[src/rtl/holy_clint.sv]
// holy_clint: machine-level CLINT with a prescaled 64-bit mtime, mtimecmp and msip on a valid/ready bus.
// Optional HOLY_CLINT_MTIME_LATCH_EN: a read of mtime lo latches mtime hi for an atomic lo-then-hi pair.
module holy_clint #(
   parameter int unsigned TICK_DIV = 1,
   parameter int unsigned ADDR_W   = 16
) (
   input  logic              clk,
   input  logic              rst_n,
   input  logic              req_valid,
   output logic              req_ready,
   input  logic              req_write,
   input  logic [ADDR_W-1:0] req_addr,
   input  logic [31:0]       req_wdata,
   input  logic [3:0]        req_strb,
   output logic              rsp_valid,
   input  logic              rsp_ready,
   output logic [31:0]       rsp_rdata,
   output logic              timer_itr,
   output logic              soft_itr
);

   localparam int unsigned PW = (TICK_DIV > 1) ? $clog2(TICK_DIV) : 1;

   localparam logic [ADDR_W-1:0] ADDR_MSIP     = ADDR_W'(32'h0000_0000);
   localparam logic [ADDR_W-1:0] ADDR_CMP_LO   = ADDR_W'(32'h0000_4000);
   localparam logic [ADDR_W-1:0] ADDR_CMP_HI   = ADDR_W'(32'h0000_4004);
   localparam logic [ADDR_W-1:0] ADDR_MTIME_LO = ADDR_W'(32'h0000_BFF8);
   localparam logic [ADDR_W-1:0] ADDR_MTIME_HI = ADDR_W'(32'h0000_BFFC);

   logic [PW-1:0] presc_q, presc_d;
   logic          tick;
   logic [63:0]   mtime_q, mtime_d;
   logic [63:0]   cmp_q, cmp_d;
   logic          msip_q, msip_d;
   logic          rsp_valid_q, rsp_valid_d;
   logic [31:0]   rsp_rdata_q, rsp_rdata_d;
   logic          timer_q, timer_d;
   logic          soft_q, soft_d;
   logic          accept, wr_en, rd_en;
   logic [31:0]   rdata;

`ifdef HOLY_CLINT_MTIME_LATCH_EN
   logic [31:0]   shadow_q, shadow_d;
   logic          latched_q, latched_d;
`endif

   function automatic logic [31:0] merge_bytes(input logic [31:0] old_val,
                                               input logic [31:0] wdata,
                                               input logic [3:0]  strb);
      logic [31:0] res;
      res = old_val;
      for (int i = 0; i < 4; i++) begin
         if (strb[i]) res[i*8 +: 8] = wdata[i*8 +: 8];
      end
      return res;
   endfunction

   assign req_ready = ~rsp_valid_q | rsp_ready;
   assign accept    = req_valid & req_ready;
   // A write with no byte enables is a pure no-op so it cannot suppress a tick.
   assign wr_en     = accept & req_write & (|req_strb);
   assign rd_en     = accept & ~req_write;

   always_comb begin
      tick    = (presc_q == PW'(TICK_DIV - 1));
      presc_d = tick ? '0 : presc_q + 1'b1;
   end

   always_comb begin
      rdata = '0;
      case (req_addr)
         ADDR_MSIP:     rdata = {31'd0, msip_q};
         ADDR_CMP_LO:   rdata = cmp_q[31:0];
         ADDR_CMP_HI:   rdata = cmp_q[63:32];
         ADDR_MTIME_LO: rdata = mtime_q[31:0];
         ADDR_MTIME_HI: begin
`ifdef HOLY_CLINT_MTIME_LATCH_EN
            rdata = latched_q ? shadow_q : mtime_q[63:32];
`else
            rdata = mtime_q[63:32];
`endif
         end
         default:       rdata = '0;
      endcase
   end

   always_comb begin
      mtime_d = mtime_q;
      cmp_d   = cmp_q;
      msip_d  = msip_q;
      // Bus writes to mtime win over the tick; the increment is dropped that cycle.
      if (wr_en && (req_addr == ADDR_MTIME_LO)) begin
         mtime_d[31:0] = merge_bytes(mtime_q[31:0], req_wdata, req_strb);
      end else if (wr_en && (req_addr == ADDR_MTIME_HI)) begin
         mtime_d[63:32] = merge_bytes(mtime_q[63:32], req_wdata, req_strb);
      end else if (tick) begin
         mtime_d = mtime_q + 64'd1;
      end
      if (wr_en && (req_addr == ADDR_CMP_LO)) begin
         cmp_d[31:0] = merge_bytes(cmp_q[31:0], req_wdata, req_strb);
      end
      if (wr_en && (req_addr == ADDR_CMP_HI)) begin
         cmp_d[63:32] = merge_bytes(cmp_q[63:32], req_wdata, req_strb);
      end
      if (wr_en && (req_addr == ADDR_MSIP) && req_strb[0]) begin
         msip_d = req_wdata[0];
      end
      timer_d = (mtime_d >= cmp_d);
      soft_d  = msip_d;
   end

   always_comb begin
      rsp_valid_d = rsp_valid_q;
      rsp_rdata_d = rsp_rdata_q;
      if (accept) begin
         rsp_valid_d = 1'b1;
         rsp_rdata_d = req_write ? 32'd0 : rdata;
      end else if (rsp_ready) begin
         rsp_valid_d = 1'b0;
      end
   end

`ifdef HOLY_CLINT_MTIME_LATCH_EN
   always_comb begin
      shadow_d  = shadow_q;
      latched_d = latched_q;
      if (rd_en && (req_addr == ADDR_MTIME_LO)) begin
         shadow_d  = mtime_q[63:32];
         latched_d = 1'b1;
      end else if (rd_en && (req_addr == ADDR_MTIME_HI)) begin
         latched_d = 1'b0;
      end
   end

   always_ff @(posedge clk or negedge rst_n) begin
      if (!rst_n) begin
         shadow_q  <= '0;
         latched_q <= 1'b0;
      end else begin
         shadow_q  <= shadow_d;
         latched_q <= latched_d;
      end
   end
`else
   logic unused_rd_en;
   assign unused_rd_en = rd_en;
`endif

   always_ff @(posedge clk or negedge rst_n) begin
      if (!rst_n) begin
         presc_q     <= '0;
         mtime_q     <= '0;
         cmp_q       <= '1;
         msip_q      <= 1'b0;
         rsp_valid_q <= 1'b0;
         rsp_rdata_q <= '0;
         timer_q     <= 1'b0;
         soft_q      <= 1'b0;
      end else begin
         presc_q     <= presc_d;
         mtime_q     <= mtime_d;
         cmp_q       <= cmp_d;
         msip_q      <= msip_d;
         rsp_valid_q <= rsp_valid_d;
         rsp_rdata_q <= rsp_rdata_d;
         timer_q     <= timer_d;
         soft_q      <= soft_d;
      end
   end

   assign rsp_valid = rsp_valid_q;
   assign rsp_rdata = rsp_rdata_q;
   assign timer_itr = timer_q;
   assign soft_itr  = soft_q;

endmodule

[config.mk]
export PLATFORM = sky130hd
export DESIGN_NAME = holy_clint
export DESIGN_NICKNAME = d
export VERILOG_FILES = /design/src/rtl/holy_clint.sv
export SDC_FILE = /design/constraint.sdc
export NUM_CORES = 1
export LEC_CHECK = 0
export BUFFER_PORTS_ARGS = -buffer_cell sky130_fd_sc_hd__buf_2
export CAP_MARGIN = 20
export CELL_PAD_IN_SITES_DETAIL_PLACEMENT = 2
export CELL_PAD_IN_SITES_GLOBAL_PLACEMENT = 2
export CORE_MARGIN = 1.5
export CORE_UTILIZATION = 41
export DETAILED_ROUTE_END_ITERATION = 7
export GPL_ROUTABILITY_DRIVEN = 0
export PLACE_DENSITY_LB_ADDON = 0.1
export SLEW_MARGIN = 20
export SYNTH_ARGS = -nofsm -noshare
export SYNTH_HDL_FRONTEND = slang
export SYNTH_SLANG_ARGS = --single-unit
[constraint.sdc]
create_clock -name clk -period 5.7 [get_ports clk]
set_clock_uncertainty 0.05 [all_clocks]
set_input_delay 0.855 -clock clk [delete_from_list [all_inputs] [get_ports clk]]
set_output_delay 0.855 -clock clk [all_outputs]
set_load 0.05 [all_outputs]
==> flow_metrics.tcl <==
set metrics [dict create \
    n_fill_cell 2683 \
    wl_per_cell_microns 27.2 \
    clock_sinks 163 \
    groute.layer.met3.usage 0.0550 \
    clockBufferDepth 2 \
    required_ns 5.94 \
    status "complete, no violations" \
    design.die.area_sq_um 25800 \
    cts.repair.resized 0 \
    synth_area_per_cell_sq_um 9.41 \
    io_buffers 92 \
    yosys_register_bits 163 \
    synth_commonest_cells "99 x dfrtp_1, 92 x nand2_1, 81 x inv_1" \
    hold_path_class "primary input to asynchronous set/reset pin" \
    dp_hpwl_microns 29500 \
    synth_area_sq_um 10200 \
    intPower_w 0.00182 \
    clock_latency_ns 0.44 \
    ir_worst_vdd_mv 0.143 \
    synth_top_area_frac 0.244 \
    fin_ws_ns 0.541 \
    num_rows 57 \
    synthCells 1081 \
    pwr-share-seq 0.474 \
    fin_crit_ns 5.16 \
    diodes 0 \
    period_share 0.905 \
    synth_area_leaders "dfrtp_1 24%, dfstp_2 17%, ha_1 8.0%, mux2_2 6.9%, mux2i_1 3.5%" \
    cap_violations 0 \
    hold_buffers 0 \
    grt_use_met2 0.543 \
    cts_buffers 17 \
    cts_tree "built" \
    drcViolationCount 0 \
    via_per_inst 6.35 \
    regArea_sq_um 4160 \
    multiInputGateArea_sq_um 5510 \
    hold_viol_final 0 \
    grt_max_degree 68 \
    p_comb_frac 0.063 \
    synth_nets 1203 \
    post-cts-setup-buffer-count 0 \
    yosysTopAreaCell "dfrtp_1" \
    max-slew-margin-rel 0.313 \
    power_density_nw_per_um2 215 \
    ant_nets 0 \
    drive_gt1_frac 0.247 \
    drt_iter0_markers 813 \
    p_sw_w 0.000675 \
    grt_usage 0.326 \
    grt_pass1_vias 10500 \
    core_area_sq_um 24300 \
    reg2reg_depth 15 \
    crit_path_max_fanout 34 \
    met1_usage 0.430 \
    tns_ns 0 \
    nNetsFinal 1293 \
    grt_overflow 0 \
    grt_pass1_wl_microns 63800 \
    synth_warnings 0 \
    synthFlopType "dfrtp_1" \
    end_kind "flop" \
    drv_slew 0 \
    yosysMostFrequentCell "dfrtp_1" \
    num_io_pins 93 \
    synth_edf_count 0 \
    swShare 0.270 \
    busiest_layer "met2" \
    yosysSeqAreaShare 0.409 \
    drt-total-wl_microns 41000 \
    die_width_microns 160 \
    synth.distinct_cells 66 \
    setup_viol 0 \
    clockRootBuffer "clkbuf_16" \
    die-height_microns 160 \
    pre_cts_ws_ns 0.315 \
    startpoint_type "primary input" \
    setup.worst_path.class "primary input to flop" \
    grt_setup_unrepaired "no" \
    cts.clk_slew.worst_paths_ns 0.08 \
    pwr-share-clk 0.463 \
    vias 9578 \
    worst_pin_slew_ns 1.03 \
    critPathArrivalTime_ns 5.40 \
    layout-area-overhead-vs-synth_pct 14.0 \
    fmax_mhz 194 \
    drtPass1Iterations 5 \
    leakage_nw 5.10 \
    start_util 0.418 \
    antenna_found_initial 0 \
    async_flop_share 1.00 \
    cts-htree-levels 4 \
]
-- cell families after synthesis --
| group | count (synthesis) | synth area share |
|---|---|---|
| AND/OR/NAND/NOR | 372 | 0.188 |
| AO/OA/AOI/OAI | 256 | 0.169 |
| flip-flops | 163 | 0.409 |
| buffers and inverters | 127 | 0.0503 |
| multiplexers | 98 | 0.104 |
| adder cells (fa/ha/maj) | 65 | 0.0800 |
-- area by class of cell --
| class | instances | share of cell area |
|---|---|---|
| sequential | 163 | 0.359 |
| clock buffer | 20 | 0.0376 |
| tap | 324 | 0.0350 |
| multi-input combinational | 791 | 0.475 |
| inverter | 81 | 0.0262 |
| clock inverter | 12 | 0.0108 |
| timing repair buffer | 117 | 0.0566 |
-- cell usage in the layout (no fill, tap or decap), types with 5 or more instances in the layout --
cell        instances
nand3_1            44
dfrtp_1            99
a21oi_1            57
o31ai_1             7
ha_1               65
nor4_1             10
a311oi_1            7
nor3_1             32
dfstp_2            64
o21a_1              5
and2_1             13
buf_4              24
nor2_1             77
and4_1             10
o22ai_1            10
nand4_1            40
inv_1              81
o21ai_0            69
mux2i_1            36
clkinvlp_4          5
a222oi_1           32
nand2_1            92
clkbuf_16          17
a211oi_1           22
a21o_1             16
and3_1             21
buf_2              91
o32ai_1             5
mux2_2             62
-- through the flow --
stage	utilization	instance area [sq um]	hold slack, ns	cells	power (W)
after floorplan	-	10200	0.427	1081	0.00126
after global placement	0.453	11000	0.407	1475	0.00135
after detailed placement	0.454	11000	0.415	1476	0.00136
after CTS	0.477	11600	0.380	1508	0.00252
after global routing	0.477	11600	0.383	1508	0.00257
final	0.477	11600	0.334	1508	0.00250
-- state kept, by name, indices dropped and copies added, names as in the netlist --
register and flops:
mtime_q 64, rsp_valid 1, rsp_rdata 32, timer_itr 1, cmp_q 64, soft_itr 1
-- final timing paths --
kind	endpoint	startpoint	slack [ns]
max in group asynchronous	mtime_q[36]	rst_n	4.00
min in group clk	rsp_rdata[7]	rsp_rdata[7]	0.43
worst min register to register	rsp_rdata[7]	rsp_rdata[7]	0.43
worst max-delay path	timer_itr	req_addr[10]	0.54
worst min-delay path	rsp_rdata[3]	rst_n	0.33
worst max register to register	timer_itr	rsp_valid	0.80
-- power groups by stage --
stage / logic (W) / clock network [W] / registers (W)
2_1_floorplan: 0.0000630 / 0 / 0.00120
3_3_place_gp: 0.000153 / 0 / 0.00120
3_5_place_dp: 0.000157 / 0 / 0.00120
4_1_cts: 0.000158 / 0.00118 / 0.00118
5_1_grt: 0.000172 / 0.00121 / 0.00119
6_report: 0.000158 / 0.00116 / 0.00118
-- worst max-delay path, cell delays in order --
cell and delay, ns:
buf_2 0.11, nor4_1 0.30, nand4_1 0.37, nor3_4 0.27, buf_4 0.51, nand3_2 0.35
mux2_2 0.39, inv_1 0.12, ha_1 0.26, a21o_1 0.18, nand3_1 0.08, a21oi_1 0.10
a211oi_1 0.68, o211ai_1 0.28, nor4_1 0.37, o21ai_0 0.17
-- metal layers --
| metal | up-vias | part of all wire |
|---|---|---|
| met3 | 69 | 0.053 |
| met1 | 4989 | 0.44 |
| met5 | - | 0 |
| li1 | 4203 | - |
| met4 | 0 | 0.027 |
| met2 | 317 | 0.48 |
Power figures use the tool's default switching activity.
